$ cat config.mk
export PLATFORM = sky130hd
export DESIGN_NAME = rom_port_arbiter_flat
export DESIGN_NICKNAME = d
export VERILOG_FILES = /design/src/rtl/rom_port_arbiter_pkg.sv /design/src/rtl/rom_port_arbiter_if.sv /design/src/rtl/rom_arb_stall_ctr.sv /design/src/rtl/rom_port_arbiter.sv /design/src/flat_wrapper.sv
export SDC_FILE = /design/constraint.sdc
export NUM_CORES = 1
export LEC_CHECK = 0
export ABC_AREA = 1
export CORE_MARGIN = 1.5
export CORE_UTILIZATION = 39
export DETAILED_ROUTE_END_ITERATION = 16
export PLACE_DENSITY = 0.87
export SLEW_MARGIN = 20
export SYNTH_ARGS = -nofsm -noshare
export SYNTH_HDL_FRONTEND = slang
export SYNTH_SLANG_ARGS = --single-unit
export TNS_END_PERCENT = 1
$ cat constraint.sdc
create_clock -name clk -period 1.5 [get_ports clk]
set_input_delay 0.15 -clock clk [delete_from_list [all_inputs] [get_ports clk]]
set_output_delay 0.15 -clock clk [all_outputs]
set_load 0.01 [all_outputs]
$ cat src/rtl/rom_port_arbiter_pkg.sv
// Shared types and constants for the program-ROM port arbiter.
// ROM_AW/ROM_DW are also used by the CPU fetch stage and the ROM itself.
package rom_port_arbiter_pkg;

   localparam int ROM_AW  = 8;
   localparam int ROM_DW  = 35;
   localparam int STALL_W = 4;

   // A burst length field of zero requests the full 2^AW words.
   localparam bit LEN_ZERO_IS_256 = 1'b1;

   typedef enum logic [1:0] {
      IDLE  = 2'd0,
      BURST = 2'd1,
      DONE  = 2'd2
   } arb_state_e;

endpackage

$ cat src/rtl/rom_port_arbiter_if.sv
// Bus bundle between the requesters (CPU fetch, debug reader), the ROM and the arbiter.
interface rom_port_arbiter_if
   import rom_port_arbiter_pkg::*;
#(
   parameter int AW = ROM_AW,
   parameter int DW = ROM_DW
);

   logic          cpu_req;
   logic [AW-1:0] cpu_addr;
   logic          cpu_gnt;
   logic          cpu_valid;
   logic [DW-1:0] cpu_data;

   logic          dbg_start;
   logic [AW-1:0] dbg_base;
   logic [AW-1:0] dbg_len;
   logic          dbg_busy;
   logic          dbg_valid;
   logic [DW-1:0] dbg_data;
   logic [AW-1:0] dbg_addr_out;
   logic          dbg_done;
   logic [DW-1:0] dbg_sum;

   logic [AW-1:0] rom_addr;
   logic [DW-1:0] rom_data;

   modport slave (
      input  cpu_req, cpu_addr, dbg_start, dbg_base, dbg_len, rom_data,
      output cpu_gnt, cpu_valid, cpu_data, dbg_busy, dbg_valid, dbg_data,
             dbg_addr_out, dbg_done, dbg_sum, rom_addr
   );

   modport master (
      output cpu_req, cpu_addr, dbg_start, dbg_base, dbg_len, rom_data,
      input  cpu_gnt, cpu_valid, cpu_data, dbg_busy, dbg_valid, dbg_data,
             dbg_addr_out, dbg_done, dbg_sum, rom_addr
   );

endinterface

$ cat src/rtl/rom_arb_stall_ctr.sv
// Saturating count of consecutive debug denials; force_slot hands the next slot to debug.
module rom_arb_stall_ctr
   import rom_port_arbiter_pkg::*;
#(
   parameter int MAX_STALL = 4
) (
   input  logic clk,
   input  logic reset,
   input  logic clr,
   input  logic inc,
   output logic force_slot
);

   localparam logic [STALL_W-1:0] MAX_C = STALL_W'(MAX_STALL);

   logic [STALL_W-1:0] stall;

   always_ff @(posedge clk) begin
      if (reset) begin
         stall <= '0;
      end else if (clr) begin
         stall <= '0;
      end else if (inc && (stall != MAX_C)) begin
         stall <= stall + STALL_W'(1);
      end
   end

   assign force_slot = (stall == MAX_C);

endmodule

$ cat src/rtl/rom_port_arbiter.sv
// Shares one asynchronous program ROM between CPU fetch (priority) and a debug burst reader.
// Optional burst XOR checksum on dbg_sum is built when ROM_ARB_SUM_EN is defined.
module rom_port_arbiter
   import rom_port_arbiter_pkg::*;
#(
   parameter int AW        = ROM_AW,
   parameter int DW        = ROM_DW,
   parameter int MAX_STALL = 4
) (
   input  logic               clk,
   input  logic               reset,
   rom_port_arbiter_if.slave  bus
);

   // Remaining count carries one extra bit so a full 2^AW burst fits.
   localparam int RW = AW + 1;

   arb_state_e     state;
   logic [AW-1:0]  ptr;
   logic [RW-1:0]  rem;
   logic           busy;

   logic           dbg_req;
   logic           dbg_gnt;
   logic           cpu_gnt;
   logic           force_slot;
   logic           start_ok;
   logic           last_word;
   logic           stall_inc;

   logic           cpu_vld_p1;
   logic [DW-1:0]  cpu_data_p1;
   logic           dbg_vld_p1;
   logic [DW-1:0]  dbg_data_p1;
   logic [AW-1:0]  dbg_addr_p1;
   logic           dbg_done_p1;

   function automatic logic [RW-1:0] burst_words(input logic [AW-1:0] len);
      if (LEN_ZERO_IS_256 && (len == '0)) begin
         return RW'(1) << AW;
      end
      return {1'b0, len};
   endfunction

   // Grant decision (stage p0, combinational)
   assign dbg_req   = (state == BURST);
   assign dbg_gnt   = dbg_req & (~bus.cpu_req | force_slot);
   assign cpu_gnt   = bus.cpu_req & ~dbg_gnt;
   assign start_ok  = (state == IDLE) & bus.dbg_start;
   assign last_word = dbg_gnt & (rem == RW'(1));
   assign stall_inc = dbg_req & bus.cpu_req & ~force_slot;

   assign bus.cpu_gnt  = cpu_gnt;
   assign bus.rom_addr = (!cpu_gnt && dbg_gnt) ? ptr : bus.cpu_addr;

   rom_arb_stall_ctr #(
      .MAX_STALL (MAX_STALL)
   ) u_stall_ctr (
      .clk        (clk),
      .reset      (reset),
      .clr        (start_ok | dbg_gnt),
      .inc        (stall_inc),
      .force_slot (force_slot)
   );

   always_ff @(posedge clk) begin
      if (reset) begin
         state <= IDLE;
         ptr   <= '0;
         rem   <= '0;
         busy  <= 1'b0;
      end else begin
         unique case (state)
            IDLE: begin
               if (start_ok) begin
                  ptr   <= bus.dbg_base;
                  rem   <= burst_words(bus.dbg_len);
                  state <= BURST;
                  busy  <= 1'b1;
               end
            end
            BURST: begin
               if (dbg_gnt) begin
                  ptr <= ptr + AW'(1);
                  rem <= rem - RW'(1);
                  if (rem == RW'(1)) begin
                     state <= DONE;
                  end
               end
            end
            DONE: begin
               state <= IDLE;
               busy  <= 1'b0;
            end
            default: begin
               state <= IDLE;
               busy  <= 1'b0;
            end
         endcase
      end
   end

   // Stage p0 -> p1: capture the ROM word at the end of the grant cycle
   always_ff @(posedge clk) begin
      if (reset) begin
         cpu_vld_p1  <= 1'b0;
         cpu_data_p1 <= '0;
         dbg_vld_p1  <= 1'b0;
         dbg_data_p1 <= '0;
         dbg_addr_p1 <= '0;
         dbg_done_p1 <= 1'b0;
      end else begin
         cpu_vld_p1  <= cpu_gnt;
         dbg_vld_p1  <= dbg_gnt;
         dbg_done_p1 <= last_word;
         if (cpu_gnt) begin
            cpu_data_p1 <= bus.rom_data;
         end
         if (dbg_gnt) begin
            dbg_data_p1 <= bus.rom_data;
            dbg_addr_p1 <= ptr;
         end
      end
   end

   assign bus.cpu_valid    = cpu_vld_p1;
   assign bus.cpu_data     = cpu_data_p1;
   assign bus.dbg_busy     = busy;
   assign bus.dbg_valid    = dbg_vld_p1;
   assign bus.dbg_data     = dbg_data_p1;
   assign bus.dbg_addr_out = dbg_addr_p1;
   assign bus.dbg_done     = dbg_done_p1;

`ifdef ROM_ARB_SUM_EN
   logic [DW-1:0] sum_p1;

   always_ff @(posedge clk) begin
      if (reset) begin
         sum_p1 <= '0;
      end else if (start_ok) begin
         sum_p1 <= '0;
      end else if (dbg_gnt) begin
         sum_p1 <= sum_p1 ^ bus.rom_data;
      end
   end

   assign bus.dbg_sum = sum_p1;
`else
   assign bus.dbg_sum = '0;
`endif

endmodule

$ cat src/flat_wrapper.sv
// flat-port wrapper written by rule: the top's interface ports become plain ports
module rom_port_arbiter_flat import rom_port_arbiter_pkg::*;
#(
   parameter int AW        = ROM_AW,
   parameter int DW        = ROM_DW,
   parameter int MAX_STALL = 4
)
  (clk, reset, bus_cpu_req, bus_cpu_addr, bus_dbg_start, bus_dbg_base, bus_dbg_len, bus_rom_data, bus_cpu_gnt, bus_cpu_valid, bus_cpu_data, bus_dbg_busy, bus_dbg_valid, bus_dbg_data, bus_dbg_addr_out, bus_dbg_done, bus_dbg_sum, bus_rom_addr);
  rom_port_arbiter_if #(.AW(AW), .DW(DW)) bus_i ();
  input  logic clk;
  input  logic reset;
  input wire logic [$bits(bus_i.cpu_req)-1:0] bus_cpu_req;
  input wire logic [$bits(bus_i.cpu_addr)-1:0] bus_cpu_addr;
  input wire logic [$bits(bus_i.dbg_start)-1:0] bus_dbg_start;
  input wire logic [$bits(bus_i.dbg_base)-1:0] bus_dbg_base;
  input wire logic [$bits(bus_i.dbg_len)-1:0] bus_dbg_len;
  input wire logic [$bits(bus_i.rom_data)-1:0] bus_rom_data;
  output wire logic [$bits(bus_i.cpu_gnt)-1:0] bus_cpu_gnt;
  output wire logic [$bits(bus_i.cpu_valid)-1:0] bus_cpu_valid;
  output wire logic [$bits(bus_i.cpu_data)-1:0] bus_cpu_data;
  output wire logic [$bits(bus_i.dbg_busy)-1:0] bus_dbg_busy;
  output wire logic [$bits(bus_i.dbg_valid)-1:0] bus_dbg_valid;
  output wire logic [$bits(bus_i.dbg_data)-1:0] bus_dbg_data;
  output wire logic [$bits(bus_i.dbg_addr_out)-1:0] bus_dbg_addr_out;
  output wire logic [$bits(bus_i.dbg_done)-1:0] bus_dbg_done;
  output wire logic [$bits(bus_i.dbg_sum)-1:0] bus_dbg_sum;
  output wire logic [$bits(bus_i.rom_addr)-1:0] bus_rom_addr;
  assign bus_i.cpu_req = bus_cpu_req;
  assign bus_i.cpu_addr = bus_cpu_addr;
  assign bus_i.dbg_start = bus_dbg_start;
  assign bus_i.dbg_base = bus_dbg_base;
  assign bus_i.dbg_len = bus_dbg_len;
  assign bus_i.rom_data = bus_rom_data;
  assign bus_cpu_gnt = bus_i.cpu_gnt;
  assign bus_cpu_valid = bus_i.cpu_valid;
  assign bus_cpu_data = bus_i.cpu_data;
  assign bus_dbg_busy = bus_i.dbg_busy;
  assign bus_dbg_valid = bus_i.dbg_valid;
  assign bus_dbg_data = bus_i.dbg_data;
  assign bus_dbg_addr_out = bus_i.dbg_addr_out;
  assign bus_dbg_done = bus_i.dbg_done;
  assign bus_dbg_sum = bus_i.dbg_sum;
  assign bus_rom_addr = bus_i.rom_addr;
  rom_port_arbiter #(.AW(AW), .DW(DW), .MAX_STALL(MAX_STALL)) u_core (.clk(clk), .reset(reset), .bus(bus_i));
endmodule
## Yosys cells after proc, flatten, opt, wreduce, memory -nomap -nowiden

Index checks and enable logic that the tools add are counted.

| operators by class | value |
|---|---|
| add/sub/neg operators | 3 |
| equality and inequality tests | 7 |
| mux-type cells | 19 |
| bitwise logic cells | 12 |
| reductions and logical operators | 10 |

Operator list:

| kind | number |
|---|---|
| two-way mux 9 bit | 4 |
| two-way mux 8 bit | 3 |
| one-hot mux 9 bit (2 select lines) | 1 |
| one-hot mux 8 bit (2 select lines) | 1 |
| == test 9 x 1 -> 1 bit, second input constant | 1 |
| subtractor 9 x 1 -> 9 bit, second input constant | 1 |
| adder 8 x 1 -> 8 bit, second input constant | 1 |
| zero test 8 bit | 1 |
| AND 1 bit | 6 |
| two-way mux 2 bit | 3 |
| AND reduction 3 bit | 2 |
| two-way mux 1 bit | 5 |
| adder 4 x 1 -> 4 bit, second input constant | 1 |
| == test 4 x 3 -> 1 bit, second input constant | 1 |
| inequality test 2 bit, second input constant | 2 |
| inequality test 4 x 3 -> 1 bit, second input constant | 1 |
| NOT 1 bit | 4 |
| one-hot mux 2 bit (2 select lines) | 1 |
| == test 2 x 1 -> 1 bit, second input constant | 1 |
| logical AND 1 bit | 2 |
| zero test 2 bit | 1 |
| inequality test 2 x 1 -> 1 bit, second input constant | 1 |
| OR 1 bit | 2 |
| one-hot mux 1 bit (2 select lines) | 1 |
| other kinds (4) | 4 |

| storage, ports and cells | value |
|---|---|
| register bits after elaboration | 105 |
| input port bits | 63 |

## Longest topological paths before layout

| depth | value |
|---|---|
| depth after elaboration | 8 |
| gate-level depth with buffers | 10 |
| depth with buffers taken out | 10 |

## By module

From an unflattened synthesis, not the netlist that was laid out.

| second synthesis, totals | value |
|---|---|
| cell total of the unflattened synthesis | 645 |
| area, all modules | 4633.2 um^2 |

By module, submodules not included:

| module | instances | cells each | area an instance (um^2) |
|---|---|---|---|
| rom_port_arbiter | 1 | 609 | 4390.5 |
| rom_arb_stall_ctr | 1 | 36 | 242.7 |

## Worst setup path after synthesis

Ideal clock, no wire load.

| path | value |
|---|---|
| kind | reg-to-reg |
| start | register u_core.u_stall_ctr.stall[0] |
| end | register u_core.rem[4] |
| arrival time | 1.293 ns |
| slack | 0.090 ns |
| stages on the path, launching flop included | 10 |
| period minus slack after synthesis | 1.410 ns |
| cells stage by stage | dfxtp_1 inv_1 ha_1 nand3_1 nand2_2 nand2_4 nand2_4 buf_4 o21ai_0 nor2_1 |

| on the way | value |
|---|---|
| longest elaborated chain between the ends | 5 |

RTL lines:

| what | RTL line | RTL |
|---|---|---|
| from (decl) | rom_arb_stall_ctr.sv:16 | `logic [STALL_W-1:0] stall;` |
| from (signal assigned) | rom_arb_stall_ctr.sv:24 | `stall <= stall + STALL_W'(1);` |
| == test 4 x 3 -> 1 bit | rom_arb_stall_ctr.sv:28 | `assign force_slot = (stall == MAX_C);` |
| OR 1 bit | rom_port_arbiter.sv:47 | `assign dbg_gnt = dbg_req & (~bus.cpu_req \| force_slot);` |
| AND 1 bit | rom_port_arbiter.sv:47 |  |
| inequality test 2 bit (no line) | n/a |  |
| AND reduction 3 bit (no line) | n/a |  |
| to (signal assigned) | rom_port_arbiter.sv:77 | `rem <= burst_words(bus.dbg_len);` |
| to (signal assigned) | rom_port_arbiter.sv:85 | `rem <= rem - RW'(1);` |
| to (decl) | rom_port_arbiter.sv:20 | `logic [RW-1:0] rem;` |

No other way between the ends.
A chain may end at the register's enable or synchronous reset.

## Worst setup path after layout

| path | value |
|---|---|
| start | register u_core.u_stall_ctr.stall[1] |
| end | output port bus_cpu_gnt |

| on the way | value |
|---|---|
| longest elaborated chain between the ends | 5 |

RTL lines:

| what | RTL line | RTL |
|---|---|---|
| == test 4 x 3 -> 1 bit | rom_arb_stall_ctr.sv:28 |  |
| OR 1 bit | rom_port_arbiter.sv:47 |  |
| AND 1 bit | rom_port_arbiter.sv:47 |  |
| NOT 1 bit | rom_port_arbiter.sv:48 | `assign cpu_gnt = bus.cpu_req & ~dbg_gnt;` |
| AND 1 bit | rom_port_arbiter.sv:48 |  |
| to (decl) | flat_wrapper.sv:18 | `output wire logic [$bits(bus_i.cpu_gnt)-1:0] bus_cpu_gnt;` |

No other way between the ends.

==> flow_summary_export.csv <==
group,metric,value,unit
yosys,ys_async_sr_fraction,0,
yosys,ys.flop_type,"dfxtp_1",
detailed_routing,antenna_left,0,
setup_path,max_stage_delay,0.33,ns
clock_tree,cts.clk_slew.worst_paths,0.07,ns
global_routing,grt_pass1_wl,19.8,mm
global_routing,grt.overflow.total,0,
yosys,ys_ff_latch,105,
final_layout,fin_cells,946,
yosys,synthCells,632,
sta,hold_violations,0,
clock_tree,clock_latency,0.34,ns
yosys,synth_top_cell_by_area,"dfxtp_1",
yosys,synth.most_common_cell,"nand2_1",
clock_tree,clockBufferDepth,2,
detailed_routing,routed_wl,12.4,mm
power,power.total,7.14,mW
power,switching_share,0.276,
run,drv_cap,0,
detailed_routing,drc,0,
setup_path,cpMaxStageDelayCell,"dfxtp_2",
setup_path,endpoint_kind,"primary output",
yosys,syn_area_per_cell,7.23,µm²
sta,rsz0062_at_grt,"yes",
clock_tree,cts-buffers-inserted,9,
yosys,synth-edff-count,0,
detailed_routing,wl_per_cell,13.1,µm
sta,report.final.slew_viol_count,0,
global_routing,grt_max_degree,53,
final_layout,final_nets,866,
floorplanning,die_w,111,µm
detailed_routing,drt_first_iter_violations,344,
setup_path,arrival,1.60,ns
setup_path,cp_num_buf_inv,5,
clock_tree,htree_num_levels,3,
run_status,violations,"setup timing",
setup_path,cp_top_family,"buffers and inverters",
yosys,ys_seq_area_frac,0.460,
global_routing,track_usage,0.196,
detailed_routing,num_vias,4511,
floorplanning,die-area,12400,µm²
clock_tree,cts_tree,"yes",
floorplanning,die_h,111,µm
placement,place.gp.congestion,0.844,
sta,fin_crit_sh,1.17,
setup_path,cp-start-kind,"register",
setup_path,rr_startpoint,"u_core.u_stall_ctr.stall[1]",
power,p_leak,2.75,nW
sta,final.min_clock_period,1.75,ns
setup_path,required,1.35,ns
final_layout,fillers,1027,
setup_path,r2r_cells,13,
power,p_sw,1.97,mW
clock_tree,cts-hold-fix-buffers,0,
yosys,synth_common_cells,"236 x nand2_1, 105 x dfxtp_1, 92 x a21oi_1",
clock_tree,cts.sinks,105,
placement,dp.cells,928,
global_routing,grt_pass1_vias,4045,
sta,max_freq,570,MHz
final_layout,syn_to_final_growth,47.9,%
sta,skew,0.00792,ns
setup_path,reg2reg_setup_slack,-0.21,ns
global_routing,antenna_found_initial,0,
clock_tree,cts_root_buf,"clkbuf_16",
setup_path,path_class,"reg2out",
setup_path,crit_path_start,"u_core.u_stall_ctr.stall[1]",
floorplanning,initial_core_util,0.400,
setup_path,worst_path_most_repeated_cell,"nand2_4",
final_layout,multi_input_area,2150,µm²
power,intPower,5.16,mW
detailed_routing,via_per_inst,4.77,
sta,setup_viol_count_final,86,
power,powerDensity,1060,nW/µm²
setup_path,crit_chain,"inv_2 -> ha_4 -> nand3_2 -> nand2_2 -> nand2_4 -> buf_12 -> buf_8 -> nand2_4 -> inv_4 -> buf_6",
detailed_routing,drt_first_pass_iters,5,
placement,portBuffers,153,
yosys,netlist_area,4570,µm²
floorplanning,row_count,39,
yosys,synth_top_area_frac,0.460,
final_layout,drive_gt1_frac,0.130,
yosys,synth_cell_type_count,28,
floorplanning,coreArea,11400,µm²
power,vdd_drop_max,0.000576,V
final_layout,regArea,2100,µm²
worst_hold_path,hp-class,"in2reg",
setup_path,cp.depth,10,
sta,setup_ws,-0.254,ns
setup_path,crit-reg2reg-capture,"u_core.bus.cpu_data[11]",
setup_path,cp_max_fo,6,
setup_path,endpoint,"bus_cpu_gnt",
yosys,ys_warn_count,0,
run_status,status,"finished with violations",
yosys,synth_area_leaders,"dfxtp_1 46%, nand2_1 19%, a21oi_1 10%",
power,power.share.sequential,0.433,
placement,hpwl,8.58,mm
floorplanning,pin_count,189,
power,clkPwrFrac,0.360,
power,power_frac_comb,0.208,
final_layout,num_antenna_cells,0,
==> routing by layer <==
layer	vias to the layer above	wire length [µm]	global-route usage
li1	2269	-	-
met1	2046	5290	0.252
met2	177	5990	0.324
met3	19	836	0.0334
met4	0	251	0.0827
met5	-	0	0
==> through the flow <==
| stage | cell area, µm² | worst slack [ns] | util | hold WS, ns | TNS, ns |
|---|---|---|---|---|---|
| 2_1_floorplan | 4700 | 0.0897 | - | 0.293 | 0 |
| 3_3_place_gp | 6270 | -0.313 | 0.549 | 0.450 | -11.04 |
| 3_5_place_dp | 6270 | -0.335 | 0.549 | 0.454 | -12.10 |
| 4_1_cts | 6640 | -0.279 | 0.582 | 0.128 | -15.87 |
| 5_1_grt | 6760 | -0.330 | 0.592 | 0.168 | -20.34 |
| 6_report | 6760 | -0.254 | 0.592 | 0.160 | -11.86 |
==> power groups by stage <==
stage / Clock, mW / Combinational [mW] / Sequential [mW]
after global routing: 2.75 / 1.62 / 3.11
after detailed placement: 0 / 1.41 / 3.15
after CTS: 2.62 / 1.43 / 3.08
final: 2.57 / 1.48 / 3.09
after global placement: 0 / 1.39 / 3.14
after floorplan: 0 / 0.745 / 3.18
==> layout make-up <==
cell class                 count  share of cell area
sequential                   105               0.312
multi-input combinational    460               0.318
tap                          143              0.0265
inverter                      36              0.0215
clock inverter                 6              0.0143
timing repair buffer         186               0.275
clock buffer                  10              0.0339
==> state kept, by name, summed over array words and instances (netlist names) <==
name                      cells
u_core.bus.cpu_data          35
u_core.bus.dbg_data          35
u_core.rem                    9
u_core.bus.dbg_addr_out       8
u_core.ptr                    8
u_core.u_stall_ctr.stall      4
u_core.state                  2
u_core.bus.cpu_valid          1
u_core.bus.dbg_busy           1
u_core.bus.dbg_done           1
u_core.bus.dbg_valid          1
==> how the worst min path moves through the flow <==
stage                                start                           to  slack [ns]  depth (start not counted)
3_3_place_gp   u_core.u_stall_ctr.stall[3]  u_core.u_stall_ctr.stall[3]        0.45                          2
4_1_cts                              reset                u_core.rem[0]        0.13                          2
6_report                             reset                u_core.rem[0]        0.16                          2
2_1_floorplan             bus_rom_data[10]      u_core.bus.cpu_data[10]        0.29                          2
5_1_grt                              reset                u_core.rem[0]        0.17                          2
3_5_place_dp    u_core.bus.dbg_addr_out[0]   u_core.bus.dbg_addr_out[0]        0.45                          2
==> timing repair <==
item / 4_1_cts / 5_1_grt
pin swaps: 7 / 6
gates resized for setup: 58 / 38
buffers inserted: 2 / 0
endpoints found under the setup margin: 88 / 109
==> cells in the final DEF (no fill, tap or decap), drive strengths merged, types with 3 or more instances in the layout <==
cell / instances
a21oi: 92
buf: 42
clkbuf: 10
clkdlybuf4s50: 143
conb: 35
dfxtp: 105
ha: 5
inv: 39
nand2: 240
nand3: 26
nor2: 31
o21ai: 18
xor2: 3
==> cells by family after synthesis <==
| logic type | synth area share |
|---|---|
| AOI/OAI and AO/OA | 0.125 |
| xor gates and xnor gates | 0.00575 |
| other | 0.000821 |
| buffers and inverters | 0.123 |
| muxes | 0.00219 |
| adders and majority gates | 0.0137 |
| DFF | 0.460 |
| and+or+nand+nor | 0.269 |
Note: power is estimated with default switching activity, not from simulation.
